## config.mk

```make
export PLATFORM = sky130hd
export DESIGN_NAME = branch_resolver
export DESIGN_NICKNAME = d
export VERILOG_FILES = /design/src/rtl/branch_pkg.sv /design/src/rtl/branch_history_table.sv /design/src/rtl/branch_resolver.sv
export SDC_FILE = /design/constraint.sdc
export NUM_CORES = 1
export LEC_CHECK = 0
export CORE_MARGIN = 3
export CORE_UTILIZATION = 45
export CTS_CLUSTER_DIAMETER = 120
export CTS_CLUSTER_SIZE = 24
export DETAILED_ROUTE_END_ITERATION = 8
export DONT_BUFFER_PORTS = 1
export SLEW_MARGIN = 20
export SYNTH_ARGS = -nofsm -noshare
export SYNTH_HDL_FRONTEND = slang
export SYNTH_HIERARCHICAL = 1
export SYNTH_SLANG_ARGS = --single-unit
```

## constraint.sdc

```tcl
create_clock -name clk -period 2 [get_ports clk]
set_input_delay 0.2 -clock clk [delete_from_list [all_inputs] [get_ports clk]]
set_output_delay 0.2 -clock clk [all_outputs]
set_load 0.02 [all_outputs]
```

## src/rtl/branch_pkg.sv

```systemverilog
// Shared types and constants for the branch resolver and its history table.
package branch_pkg;

  typedef enum logic [2:0] {
    F3_BEQ  = 3'b000,
    F3_BNE  = 3'b001,
    F3_RSV2 = 3'b010,
    F3_RSV3 = 3'b011,
    F3_BLT  = 3'b100,
    F3_BGE  = 3'b101,
    F3_BLTU = 3'b110,
    F3_BGEU = 3'b111
  } br_funct3_e;

  typedef logic [1:0] cnt_t;

  localparam cnt_t CNT_RESET           = 2'b01;
  localparam int   BHT_ENTRIES_DEFAULT = 16;

  // Saturating 2-bit counter step.
  function automatic cnt_t cnt_next(input cnt_t c, input logic tk);
    if (tk) return (c == 2'b11) ? c : cnt_t'(c + 2'b01);
    else    return (c == 2'b00) ? c : cnt_t'(c - 2'b01);
  endfunction

endpackage

```

## src/rtl/branch_history_table.sv

```systemverilog
// Table of 2-bit saturating predictors: combinational read, synchronous update.
module branch_history_table
  import branch_pkg::*;
#(
  parameter int ENTRIES = BHT_ENTRIES_DEFAULT,
  localparam int IDX_W  = $clog2(ENTRIES)
) (
  input  logic             clk,
  input  logic             rst_n,
  input  logic [IDX_W-1:0] rd_idx_i,
  output cnt_t             rd_cnt_o,
  input  logic             upd_en_i,
  input  logic [IDX_W-1:0] upd_idx_i,
  input  logic             upd_taken_i
);

  cnt_t cnt_q [ENTRIES];

  // Read sees the pre-update value when an update hits the same index.
  assign rd_cnt_o = cnt_q[rd_idx_i];

  always_ff @(posedge clk or negedge rst_n) begin
    if (!rst_n) begin
      for (int i = 0; i < ENTRIES; i++) cnt_q[i] <= CNT_RESET;
    end else if (upd_en_i) begin
      cnt_q[upd_idx_i] <= cnt_next(cnt_q[upd_idx_i], upd_taken_i);
    end
  end

endmodule

```

## src/rtl/branch_resolver.sv

```systemverilog
// Resolves branches/jumps one cycle after acceptance and trains the BHT
// when a conditional-branch result is consumed.
module branch_resolver
  import branch_pkg::*;
#(
  parameter int BHT_ENTRIES = BHT_ENTRIES_DEFAULT
) (
  input  logic        clk,
  input  logic        rst_n,
  input  logic        in_valid,
  output logic        in_ready,
  input  logic        is_branch,
  input  logic        is_jal,
  input  logic        is_jalr,
  input  logic [2:0]  funct3,
  input  logic [31:0] pc,
  input  logic [31:0] rs1_data,
  input  logic [31:0] rs2_data,
  input  logic [31:0] imm,
  input  logic [31:0] pred_next_pc,
  output logic        out_valid,
  input  logic        out_ready,
  output logic        taken,
  output logic [31:0] next_pc,
  output logic [31:0] link_addr,
  output logic        mispredict,
  output logic        illegal,
  input  logic        flush,
  input  logic [31:0] fetch_pc,
  output logic        pred_taken
);

  localparam int IDX_W = $clog2(BHT_ENTRIES);

  logic             xfer;
  logic             eq, lt, ltu;
  logic             taken_c, illegal_c, sel_br_c;
  logic [31:0]      target_c, pc4_c, next_c;

  logic             out_valid_q, out_valid_d;
  logic             taken_q, mispredict_q, illegal_q, br_q;
  logic [31:0]      next_pc_q, link_q;
  logic [IDX_W-1:0] idx_q;
  cnt_t             rd_cnt;
  logic             upd_en;

  assign in_ready = !out_valid_q | out_ready;
  assign xfer     = in_valid & in_ready & !flush;

  assign eq  = (rs1_data == rs2_data);
  assign lt  = ($signed(rs1_data) < $signed(rs2_data));
  assign ltu = (rs1_data < rs2_data);
  assign pc4_c = pc + 32'd4;

  always_comb begin
    taken_c   = 1'b0;
    illegal_c = 1'b0;
    sel_br_c  = 1'b0;
    target_c  = pc + imm;
    if (is_jalr) begin
      taken_c  = 1'b1;
      target_c = (rs1_data + imm) & 32'hFFFF_FFFE;
    end else if (is_jal) begin
      taken_c = 1'b1;
    end else if (is_branch) begin
      sel_br_c = 1'b1;
      case (br_funct3_e'(funct3))
        F3_BEQ:  taken_c = eq;
        F3_BNE:  taken_c = !eq;
        F3_BLT:  taken_c = lt;
        F3_BGE:  taken_c = !lt;
        F3_BLTU: taken_c = ltu;
        F3_BGEU: taken_c = !ltu;
        default: illegal_c = 1'b1;
      endcase
    end
    next_c = taken_c ? target_c : pc4_c;
  end

  always_comb begin
    out_valid_d = out_valid_q;
    if (flush)          out_valid_d = 1'b0;
    else if (xfer)      out_valid_d = 1'b1;
    else if (out_ready) out_valid_d = 1'b0;
  end

  always_ff @(posedge clk or negedge rst_n) begin
    if (!rst_n) begin
      out_valid_q  <= 1'b0;
      taken_q      <= 1'b0;
      mispredict_q <= 1'b0;
      illegal_q    <= 1'b0;
      br_q         <= 1'b0;
      next_pc_q    <= '0;
      link_q       <= '0;
      idx_q        <= '0;
    end else begin
      out_valid_q <= out_valid_d;
      if (xfer) begin
        taken_q      <= taken_c;
        mispredict_q <= (next_c != pred_next_pc);
        illegal_q    <= illegal_c;
        br_q         <= sel_br_c;
        next_pc_q    <= next_c;
        link_q       <= pc4_c;
        idx_q        <= pc[IDX_W+1:2];
      end
    end
  end

  assign out_valid  = out_valid_q;
  assign taken      = taken_q;
  assign next_pc    = next_pc_q;
  assign link_addr  = link_q;
  assign mispredict = mispredict_q;
  assign illegal    = illegal_q;

  // Train only on a consumed, legal conditional branch that is not being flushed.
  assign upd_en = out_valid_q & out_ready & br_q & !illegal_q & !flush;

  branch_history_table #(.ENTRIES(BHT_ENTRIES)) u_bht (
    .clk        (clk),
    .rst_n      (rst_n),
    .rd_idx_i   (fetch_pc[IDX_W+1:2]),
    .rd_cnt_o   (rd_cnt),
    .upd_en_i   (upd_en),
    .upd_idx_i  (idx_q),
    .upd_taken_i(taken_q)
  );

  assign pred_taken = rd_cnt[1];

  logic unused_bits;
  assign unused_bits = ^{fetch_pc[31:IDX_W+2], fetch_pc[1:0], rd_cnt[0]};

endmodule

```

### After elaboration in Yosys (flattened, before gate mapping)

Cells that the tools add are included.

* bits in registers: 105
* output and inout port bits: 70
* word-level logic and storage cells: 91

* add/sub/neg operators: 5
* order comparisons: 5
* equality and inequality tests: 8
* multiplexer cells: 29
* bitwise logic cells: 9
* reduce and logical (&&, ||, !) cells: 11

Operator list (number)
* $add 32x32->32: 2
* $lt 32x32->1: 2
* $mux 32: 2
* $add 32x3->32 const B: 1
* $bwmux 32: 1
* $eq 32x32->1: 1
* $ne 32x32->1: 1
* $mux 2: 9
* $bmux 2 s4: 2
* $mux 1: 13
* $eq 3x3->1 const B: 4
* $ge 5x5->1 const B: 2
* $not 4->5: 2
* $demux 2 s4: 1
* $and 1x1->1: 6
* $logic_not 1->1: 6
* $pmux 1 s6: 1
* $reduce_or 6->1: 1
* $lt 5x1->1 const B: 1
* $eq 3x1->1 const B: 1
* $logic_not 3->1: 1
* $reduce_bool 3->1: 1
* $add 2x1->2 const B: 1
* $eq 2x2->1 const B: 1
* other kinds (4): 4

### Longest topological paths before layout

Gate-level depths: netlist of the first run.

* depth after elaboration: 9
* gate-level depth with buffers: 17
* depth with buffers taken out: 14

### Modules after synthesis

The synthesis of the first run kept the hierarchy.

By module, submodules not included
* branch_resolver: instances 1, cells an instance 1132, area each 8767.2 µm², seq. area each 1826.8 µm²
* branch_history_table: instances 1, cells an instance 179, area each 1968.1 µm², seq. area each 820.8 µm²

### Worst setup path before layout of the first run

OpenSTA, ideal clock, no wires.

* kind: in2reg
* start point: in pc[0]
* end point: reg mispredict_q (netlist: mispredict)
* library setup time: 121 ps
* data arrival time: 3300 ps
* required time: 1879 ps
* slack: -1422 ps
* cell stages on the path: 14
* path through: ha_1 fa_1 a211oi_1 o211ai_1 a211oi_1 o2bb2ai_1 a2111oi_2 o21ba_2 o21ai_0 o21ai_1 xor2_1 o2111a_1 nand4_1 o22a_1

* cells in the longest elaborated chain, start to end: 4
* elaborated cells on any way between the ends: 5

Ends and longest elaborated chain
* start: declaration: line branch_resolver.sv:16 `input logic [31:0] pc,`
* $add 32x32->32: line branch_resolver.sv:59 `target_c = pc + imm;`
* $mux 32: line branch_resolver.sv:60 `if (is_jalr) begin`
* $mux 32 *: line branch_resolver.sv:77 `next_c = taken_c ? target_c : pc4_c;`
* $ne 32x32->1 *: line branch_resolver.sv:101 `mispredict_q <= (next_c != pred_next_pc);`
* end signal: assignment: line branch_resolver.sv:101
* end: declaration: line branch_resolver.sv:41 `logic taken_q, mispredict_q, illegal_q, br_q;`

Mark *: on every way between the ends. The rest lies on a longest branch, timed or not.
A chain may end at the register's enable or synchronous reset.

### Worst setup path in the final report of the first run

* start point: in rs2_data[15]
* end point: reg mispredict_q (netlist: mispredict)

* cells in the longest elaborated chain, start to end: 8
* elaborated cells on any way between the ends: 12

Ends and longest elaborated chain
* start: declaration: line branch_resolver.sv:18 `input logic [31:0] rs2_data,`
* $lt 32x32->1 (tied with other cells): line branch_resolver.sv:52 `assign ltu = (rs1_data < rs2_data);`
* $logic_not 1->1 (on tied branches): line branch_resolver.sv:73, branch_resolver.sv:69, branch_resolver.sv:71
* $pmux 1 s6 *: line branch_resolver.sv:67 `case (br_funct3_e'(funct3))`
* $mux 1 *: line branch_resolver.sv:65 `end else if (is_branch) begin`
* $mux 1 *: line branch_resolver.sv:63 `end else if (is_jal) begin`
* $mux 1 *: line branch_resolver.sv:60
* $mux 32 *: line branch_resolver.sv:77
* $ne 32x32->1 *: line branch_resolver.sv:101

Marks and branches as above.

==> summary.md, run 1 <==
| Metric | Value |
|---|---|
| Status | `finished, violations left` |
| Failing checks | `negative hold slack, negative setup slack` |
| GR Util All Layers | `0.291` |
| DRT iter0 DRCs | `828` |
| CP startpoint kind | `input port` |
| Vias in the first global route | `10,700` |
| Unrepaired setup endpoints after global routing | `true` |
| Critical path data arrival time | `3.55 ns` |
| DR vias | `11,300` |
| Max-capacitance violation count | `0` |
| CTS Buffer Depth | `2` |
| Fin worst setup slack | `-1.32 ns` |
| Gate Count Post-Synth | `1,306` |
| Syn Nets | `1,605` |
| Nets | `1,914` |
| DRC | `0` |
| First-pass GRT wire length | `59.3 mm` |
| GPL Wtd Cong | `0.926` |
| Port Buf Inserts | `0` |
| Minimum clock period | `3.32 ns` |
| Via density | `5.83` |
| Syn_area_per_cell | `8.13 um^2` |
| Worst Path Class, Setup | `in -> reg` |
| Worst slack, placed | `-1.68 ns` |
| CP endpoint kind | `flop` |
| Final hold viol count | `105` |
| Grt ovf | `0` |
| Endpoints failing setup | `34` |
| R2R setup slack | `-0.64 ns` |
| FMAX | `302 MHz` |
| Die Span Y | `160 um` |
| CTS tree | `yes` |
| Root buffer cell | `clkbuf_16` |
| Hold_ws | `-0.464 ns` |
| Maximum vdd drop | `0.396 mV` |
| Fin crit share | `1.66` |
| Final WL | `39.3 mm` |
| Hold buffer count at CTS | `8` |
| Die Width | `160 um` |
| Critical Path Fanout Max | `5` |
| Site row count | `55` |
| Worst R2R Start | `out_valid` |
| Worst-Skew Late Latency | `0.35 ns` |
| DIE AREA | `0.0255 mm^2` |
| Clock Skew | `0.0119 ns` |
| Yosys warning total | `6` |
| Worst-path clk slew | `0.08 ns` |
| CP Launch Point | `rs2_data[15]` |
| Slew @ Worst Pin | `0.705 ns` |
| P per Cell Area | `591 mW/mm^2` |
| Fin. max-slew vios | `0` |
| Max_slew headroom | `0.530` |
| Layout cells sized above 1 | `0.351` |
| H-Tree Depth | `3` |
| # diodes | `0` |
| Largest net degree at the start of global routing | `117` |
| Initial antenna violation count | `0` |
| Sink Count | `105` |
| Area growth syn-to-layout | `42.1%` |
| Dpl hpwl | `31.5 mm` |
| HP Class | `in -> async` |
| Post-route ant nets | `0` |
| WL/cell | `20.3 um` |
| # fillers | `1,941` |
| First drt pass iteration count | `5` |
| Top-level port count | `273` |
| Worst Path Required | `2.23 ns` |
| Core Region | `0.0229 mm^2` |
| Static leakage | `6.71 nW` |
| Effective utilization at floorplan | `0.464` |
| Syn Std Cell Area | `0.0106 mm^2` |
| Total CTS buffers | `9` |
-- per-layer routing --
metal | share of wire | global-route usage | wire length (um)
met1 | 0.44 | 0.410 | 17500
met2 | 0.44 | 0.451 | 17200
met3 | 0.090 | 0.0706 | 3550
met4 | 0.027 | 0.0700 | 1060
met5 | 0 | 0 | 0
-- sequential cells by signal, summed over array words and instances, names as in the netlist --
name / flops
u_bht/cnt_q: 32
taken: 1
mispredict: 1
out_valid: 1
idx_q: 4
link_addr: 32
next_pc: 32
illegal: 1
br_q: 1
-- critical path, stage by stage --
cell	delay (ns)
inv_4	0.02
ha_4	0.25
nand4_1	0.20
nor4_4	0.30
a21boi_4	0.27
o311a_1	0.24
a2111oi_4	0.07
or4_4	0.53
buf_6	0.15
clkbuf_16	0.15
mux2_4	0.31
xor2_1	0.19
o2111ai_2	0.16
nor4_2	0.18
nand4_1	0.12
o22a_1	0.19
-- report_power, final --
| part | internal, mW | leakage (nW) | switching, mW |
|---|---|---|---|
| logic | 2.03 | 5.26 | 1.93 |
| registers | 2.41 | 1.29 | 0.557 |
| clock network | 1.18 | 0.160 | 0.814 |
-- area by class of cell --
class / count / area [um^2] / area share
clock buffers: 11 / 253 / 0.0167
clock inverters: 5 / 86.3 / 0.00572
inverters: 56 / 275 / 0.0182
multi-input cells: 1097 / 8580 / 0.569
flip-flops and latches: 105 / 2650 / 0.176
well taps: 313 / 392 / 0.0260
repair buffers: 346 / 2850 / 0.189
-- per-stage QoR --
step           cell area [um^2]  setup TNS [ns]  cells  power (mW)  utilization
2_1_floorplan             10900          -22.09   1306        4.93            -
3_3_place_gp              13400          -33.26   1876        6.33        0.587
3_5_place_dp              13400          -35.26   1876        6.38        0.587
4_1_cts                   14500          -17.29   1915        8.64        0.631
5_1_grt                   15100          -23.70   1933        9.43        0.659
6_report                  15100          -20.77   1933        8.91        0.659
-- placed cells by master, fill, tap and decap left out, types with 8 or more instances in the layout --
| master | count |
|---|---|
| a31oi_1 | 8 |
| nand4_1 | 29 |
| dlygate4sd3_1 | 8 |
| dfstp_2 | 16 |
| nand2_1 | 216 |
| xor2_1 | 49 |
| buf_4 | 300 |
| mux2i_1 | 26 |
| clkbuf_16 | 10 |
| a21oi_2 | 9 |
| nand2_2 | 9 |
| a21oi_1 | 75 |
| xnor2_1 | 50 |
| inv_2 | 9 |
| nand3_1 | 34 |
| o21ai_2 | 14 |
| mux2i_4 | 8 |
| and3_1 | 9 |
| nor2_2 | 9 |
| mux4_2 | 13 |
| o21ai_0 | 83 |
| nor3_1 | 9 |
| a211oi_1 | 14 |
| ha_4 | 28 |
| buf_12 | 8 |
| o211ai_1 | 12 |
| and2_1 | 14 |
| nor2_4 | 9 |
| dfrtp_1 | 87 |
| nor2b_1 | 10 |
| a21o_1 | 25 |
| o21ai_1 | 24 |
| buf_6 | 27 |
| inv_1 | 35 |
| o31ai_1 | 17 |
| o21a_1 | 8 |
| ha_1 | 66 |
| nor2_1 | 48 |
-- what timing repair did --
action	CTS	global route
pin swaps	52	61
endpoints found under the setup margin	53	58
endpoints found under the hold margin	113	105
resized for setup	130	113
gates cloned	0	2
setup buffers	19	22
-- final timing paths --
path                       cells after the start         endpoint
min reg2reg                                    2   u_bht/cnt_q[6]
min in group clk                               2             br_q
max reg2reg                                   12       mispredict
max in group asynchronous                      0  u_bht/cnt_q[20]
min                                            0     link_addr[3]
max                                           16       mispredict
(Power assumes the default switching activity.)
==> run 2: changes to the inputs <==
Settings changed: CAP_MARGIN from default to 20, PLACE_DENSITY_LB_ADDON from default to 0.15.
==> summary.md, run 2 (synthesized netlist as in run 1, its figures left out) <==
| Metric | Value |
|---|---|
| Status | `finished, violations left` |
| Failing checks | `negative hold slack, negative setup slack` |
| Fin. max-slew vios | `0 (unchanged)` |
| Hold buffer count at CTS | `7 (-1)` |
| Grt ovf | `0 (unchanged)` |
| Max-capacitance violation count | `0 (unchanged)` |
| CP startpoint kind | `input port` |
| Worst Path Required | `2.23 ns (about the same)` |
| Placed cell count | `1,875 (-0.053%)` |
| WL/cell | `19.9 um (-2.1%)` |
| Seq pwr share | `0.343 (+0.010)` |
| Minimum clock period | `3.32 ns (+0.0000700 ns)` |
| Sw Pwr | `3.23 mW (-2.2%)` |
| Top-level port count | `273 (unchanged)` |
| CTS tree | `yes` |
| CP endpoint kind | `flop` |
| Met3 Track Usage GR | `0.0615 (-0.00908)` |
| Unrepaired setup endpoints after global routing | `true` |
| FMAX | `302 MHz (about the same)` |
| Worst-Skew Late Latency | `0.35 ns (about the same)` |
| GR peak layer | `met2` |
| DRT iter0 DRCs | `800 (-3.4%)` |
| First-pass GRT wire length | `58.1 mm (-2.1%)` |
| Critical path buffers and inverters | `4 (+1)` |
| # fillers | `1,991 (+2.6%)` |
| GR Util All Layers | `0.285 (-0.00613)` |
| H-Tree Depth | `3 (unchanged)` |
| Switching part of the total | `0.372 (+0.00110)` |
| M2 GR Usage | `0.428 (-0.0222)` |
| Endpoints failing setup | `43 (+26%)` |
| Die Width | `160 um (unchanged)` |
| Fin worst setup slack | `-1.32 ns (-0.0000700 ns)` |
| Via density | `5.75 (-1.3%)` |
| Root buffer cell | `clkbuf_16` |
| Port Buf Inserts | `0 (unchanged)` |
| Sink Count | `105 (unchanged)` |
| DIE AREA | `0.0255 mm^2 (unchanged)` |
| CTS Buffer Depth | `2 (unchanged)` |
| Core Region | `0.0229 mm^2 (unchanged)` |
| Max incr delay on CP | `0.49 ns (-0.04 ns)` |
| Final core utilization | `0.638 (-0.0206)` |
| DRC | `0 (unchanged)` |
| Most common cell after layout, fill and taps aside | `buf_4` |
| Most frequent cells in the layout | `310 x buf_4, 224 x nand2_1, 91 x o21ai_0` |
| Fin crit share | `1.66 (about the same)` |
| Met1 Track Usage GR | `0.410 (about the same)` |
| Largest net degree at the start of global routing | `110 (-6.0%)` |
| Nets | `1,906 (-0.42%)` |
| Hold_ws | `-0.464 ns (-0.000322 ns)` |
| Clock group share of total power | `0.229 (+0.006)` |
| Worst-path clk slew | `0.08 ns (about the same)` |
| Final Instance Count excl. Fillers | `1,925 (-0.41%)` |
| Area after DPL | `0.0134 mm^2 (-0.15%)` |
| Effective utilization at floorplan | `0.464 (unchanged)` |
| Total CTS buffers | `9 (unchanged)` |
| GPL Wtd Cong | `0.921 (-0.53%)` |
| Finished Cell Area | `0.0146 mm^2 (-3.1%)` |
| DR vias | `11,100 (-1.7%)` |
| Area growth syn-to-layout | `37.6%` |
| HP Class | `in -> async` |
| Slowest CP cell | `a2111oi_4` |
| Multi-input gate area | `0.00829 mm^2 (-3.5%)` |
| FF/Latch Area | `0.00265 mm^2 (unchanged)` |
| Maximum vdd drop | `0.508 mV (+28%)` |
| Final hold viol count | `105 (unchanged)` |
| Initial antenna violation count | `0 (unchanged)` |
| # diodes | `0 (unchanged)` |
| Critical Path Fanout Max | `8 (+3)` |
| Dpl hpwl | `31.4 mm (-0.31%)` |
| Slew @ Worst Pin | `0.667 ns (-0.0381 ns)` |
| First drt pass iteration count | `6 (+1)` |
| Cells along the critical path | `inv_1 -> ha_1 -> nand4_1 -> nor3_1 -> a221oi_1 -> buf_4 -> and3b_1 -> a2111oi_4 -> or4_4 -> buf_12 -> mux2i_4 -> xnor2_1 -> o21ai_1 -> a2111oi_2 -> buf_4 -> nand4_1 -> o22a_1` |
| Max_slew headroom | `0.556 (+0.0254)` |
| Layout cells sized above 1 | `0.318 (-0.0330)` |
| Clock Skew | `0.0150 ns (+0.00305 ns)` |
| Int Pwr | `5.46 mW (-2.6%)` |
| Worst Path Class, Setup | `in -> reg` |
| P per Cell Area | `595 mW/mm^2 (+0.67%)` |
| Site row count | `55 (unchanged)` |
| Comb pwr share | `0.428 (-0.016)` |
| Die Span Y | `160 um (unchanged)` |
| Critical path data arrival time | `3.55 ns (about the same)` |
| CP top delay family | `compound AO/OA/AOI/OAI gates` |
| Post-route ant nets | `0 (unchanged)` |
| Final WL | `38.3 mm (-2.5%)` |
| Static leakage | `6.63 nW (-1.2%)` |
| Vias in the first global route | `10,500 (-1.6%)` |
[run 2: metrics by stage]
stage | setup TNS [ns] | setup WS [ns] | total power [mW]
6_report | -22.67 | -1.32 | 8.69
5_1_grt | -26.69 | -1.49 | 9.18
4_1_cts | -19.93 | -1.26 | 8.45
3_5_place_dp | -36.07 | -1.77 | 6.36
3_3_place_gp | -33.19 | -1.72 | 6.30
2_1_floorplan | -22.09 | -1.24 | 4.93
[run 2: worst paths after layout]
check,startpoint,endpoint,slack [ns],cells past startpoint
max,rs2_data[29],mispredict,-1.32,17
min in group clk,in_valid,out_valid,0,2
min reg2reg,u_bht/cnt_q[2],u_bht/cnt_q[2],0.47,2
max in group asynchronous,rst_n,u_bht/cnt_q[28],2.25,0
max reg2reg,out_valid,mispredict,-0.45,12
min,rst_n,link_addr[3],-0.46,0
[run 2: final cells by class]
cell class,count,share of cell area
flip-flops and latches,105,0.181
clock inverters,6,0.00668
multi-input cells,1097,0.567
inverters,56,0.0169
well taps,313,0.0268
repair buffers,338,0.185
clock buffers,10,0.0163
[run 2: repair_timing]
action | CTS | global route
gates resized for setup | 38 | 100
setup endpoints to repair | 80 | 94
gates cloned | 0 | 1
pin swaps | 26 | 49
endpoints found under the hold margin | 113 | 105
buffers inserted | 17 | 12
[run 2: power by group through the flow]
stage	combinational [mW]	sequential (mW)	clock (mW)
2_1_floorplan	2.01	2.91	0
3_3_place_gp	3.29	3.01	0
4_1_cts	3.46	2.98	2.02
3_5_place_dp	3.34	3.02	0
6_report	3.72	2.98	1.99
5_1_grt	4.06	3.02	2.10
[run 2: layer usage]
| layer | wire length (um) | share of wire |
|---|---|---|
| met1 | 17700 | 0.46 |
| met2 | 16200 | 0.42 |
| met3 | 3320 | 0.087 |
| met4 | 1190 | 0.031 |
| met5 | 0 | 0 |
==> run 3: changes to the inputs <==
Settings changed: CORE_UTILIZATION 45 to 60.
==> summary.md, run 3 (synthesized netlist as in run 1, its figures left out) <==
| Metric | Value |
|---|---|
| Static leakage | `6.65 nW (+0.34%)` |
| CP endpoint kind | `flop` |
| Comb pwr share | `0.454 (+0.026)` |
| Fin. max-slew vios | `0 (unchanged)` |
| Final WL | `44.2 mm (+15%)` |
| Fin crit share | `1.81 (+0.148)` |
| Core Region | `0.0173 mm^2 (-25%)` |
| Placed cell count | `1,775 (-5.3%)` |
| Worst-Skew Late Latency | `0.35 ns (about the same)` |
| Most frequent cells in the layout | `294 x buf_4, 219 x nand2_1, 87 x dfrtp_1` |
| Max_slew headroom | `0.381 (-0.174)` |
| Sw Pwr | `3.55 mW (+9.9%)` |
| Layout cells sized above 1 | `0.343 (+0.0248)` |
| Area growth syn-to-layout | `39.5%` |
| Slew @ Worst Pin | `0.919 ns (+0.252 ns)` |
| Worst R2R Path Depth | `12 (unchanged)` |
| Max Used Layer | `met5` |
| Site row count | `48 (-13%)` |
| DRT iter0 DRCs | `1,636 (+100%)` |
| First drt pass iteration count | `6 (unchanged)` |
| Total CTS buffers | `9 (unchanged)` |
| Via density | `6.86 (+19%)` |
| Final Instance Count excl. Fillers | `1,834 (-4.7%)` |
| Effective utilization at floorplan | `0.614 (+0.151)` |
| Grt ovf | `0 (unchanged)` |
| P per Cell Area | `616 mW/mm^2 (+3.5%)` |
| Unrepaired setup endpoints after global routing | `true` |
| Die Width | `139 um (-13%)` |
| Worst R2R Start | `out_valid` |
| Final hold viol count | `105 (unchanged)` |
| Worst-path clk slew | `0.07 ns (about the same)` |
| Int Pwr | `5.57 mW (+2.0%)` |
| CP startpoint kind | `input port` |
| Port Buf Inserts | `0 (unchanged)` |
| GR Util All Layers | `0.395 (+0.111)` |
| Critical path data arrival time | `3.84 ns (+0.29 ns)` |
| H-Tree Depth | `3 (unchanged)` |
| DR vias | `12,600 (+14%)` |
| First-pass GRT wire length | `61.9 mm (+6.5%)` |
| Hold buffer count at CTS | `8 (+1)` |
| HP Class | `in -> async` |
| DIE AREA | `0.0193 mm^2 (-24%)` |
| Worst Path Class, Setup | `in -> reg` |
| Vias in the first global route | `11,700 (+11%)` |
| CTS tree | `yes` |
| WL met3 | `6.14 mm (+85%)` |
| Failing checks | `negative hold slack, negative setup slack` |
| GPL Wtd Cong | `0.968 (+5.1%)` |
| Worst r2r dst | `mispredict` |
| CTS Buffer Depth | `2 (unchanged)` |
| Minimum clock period | `3.61 ns (+0.297 ns)` |
| Hold_ws | `-0.461 ns (+0.00327 ns)` |
| Root buffer cell | `clkbuf_16` |
| Nets | `1,903 (-0.16%)` |
| Initial antenna violation count | `0 (unchanged)` |
| Worst Path Required | `2.23 ns (about the same)` |
| FMAX | `277 MHz (-8.2%)` |
| Clock group share of total power | `0.218 (-0.011)` |
| Most common cell after layout, fill and taps aside | `buf_4` |
| Seq pwr share | `0.329 (-0.014)` |
| Maximum vdd drop | `0.815 mV (+60%)` |
| Clock Skew | `0.00727 ns (-0.00769 ns)` |
| Status | `finished, violations left` |
| Critical Path Fanout Max | `3 (-5)` |
| Post-route ant nets | `0 (unchanged)` |
| Endpoints failing setup | `50 (+16%)` |
| # diodes | `0 (unchanged)` |
| Die Span Y | `139 um (-13%)` |
| DRC | `0 (unchanged)` |
| WL met1 | `15.7 mm (-11%)` |
| Met2 Wirelength | `19.3 mm (+20%)` |
| Top-level port count | `273 (unchanged)` |
| R2R setup slack | `-0.96 ns (-0.51 ns)` |
| # fillers | `943 (-53%)` |
| Max-capacitance violation count | `0 (unchanged)` |
| Dpl hpwl | `30.4 mm (-3.3%)` |
| Fin worst setup slack | `-1.61 ns (-0.297 ns)` |
| Sink Count | `105 (unchanged)` |
| Largest net degree at the start of global routing | `117 (+6.4%)` |
| Switching part of the total | `0.389 (+0.0177)` |
| WL/cell | `24.1 um (+21%)` |
## run 3: changes by cell type in the layout (fill, tap and decap cells not counted), moves of 5 or more
cell / change
buf_4: -16
buf_6: +14
nor2_1: -16
o21ai_0: -9
nor2_4: +9
nor2_2: +7
nand2_1: -5
## run 3: through the flow
step	utilization	setup TNS [ns]	total power, mW	setup WS [ns]	cell area, um^2
2_1_floorplan	-	-22.09	4.93	-1.24	10900
3_3_place_gp	0.762	-33.50	6.21	-1.60	13200
3_5_place_dp	0.762	-36.21	6.32	-1.74	13200
4_1_cts	0.820	-19.57	8.49	-1.25	14200
5_1_grt	0.857	-27.33	9.46	-1.73	14800
6_report	0.857	-24.95	9.12	-1.61	14800
## run 3: power groups by stage
stage / sequential, mW / clock [mW] / combinational (mW)
floorplan: 2.91 / 0 / 2.01
global placement: 3.00 / 0 / 3.21
detailed placement: 3.01 / 0 / 3.30
CTS: 2.97 / 1.94 / 3.57
global route: 3.02 / 2.05 / 4.40
finish: 3.00 / 1.99 / 4.14
## run 3: critical path, cell delays in order
cell	delay (ns)
inv_1	0.02
ha_1	0.30
a21oi_1	0.17
o21ai_0	0.13
a221oi_2	0.38
and3b_1	0.27
a2111oi_4	0.10
buf_4	0.18
nor4b_1	0.68
mux2i_1	0.24
o21ai_0	0.33
nand4_1	0.16
nor4_2	0.31
nand4_1	0.13
o22a_1	0.23
## run 3: how the worst max path moves through the flow
stage,depth (start not counted),end,startpoint
after CTS,16,mispredict,rs2_data[14]
after global placement,18,mispredict,rs2_data[27]
after global routing,15,mispredict,rs2_data[19]
final,15,mispredict,rs2_data[19]
after detailed placement,17,mispredict,rs2_data[29]
after floorplan,16,mispredict,rs2_data[14]
## run 3: area by class of cell
class | instances | area, um^2 | share of cell area
Multi-Input combinational cell | 1097 | 8590 | 0.580
Clock buffer | 12 | 256 | 0.0173
Timing Repair Buffer | 335 | 2700 | 0.182
Clock inverter | 4 | 73.8 | 0.00498
Sequential cell | 105 | 2650 | 0.179
Tap cell | 225 | 282 | 0.0190
Inverter | 56 | 265 | 0.0179
## run 3: metal layers
metal / vias to the layer above / global-route usage
met5: - / 0
met2: 1077 / 0.633
li1: 5389 / -
met1: 5834 / 0.516
met3: 284 / 0.0928
met4: 2 / 0.166
## run 3: repair_timing
action,CTS,global route
endpoints found under the hold margin,113,105
resized for setup,107,136
setup buffers,20,19
setup endpoints to repair,62,67
pin swaps,19,56
gates cloned,2,0
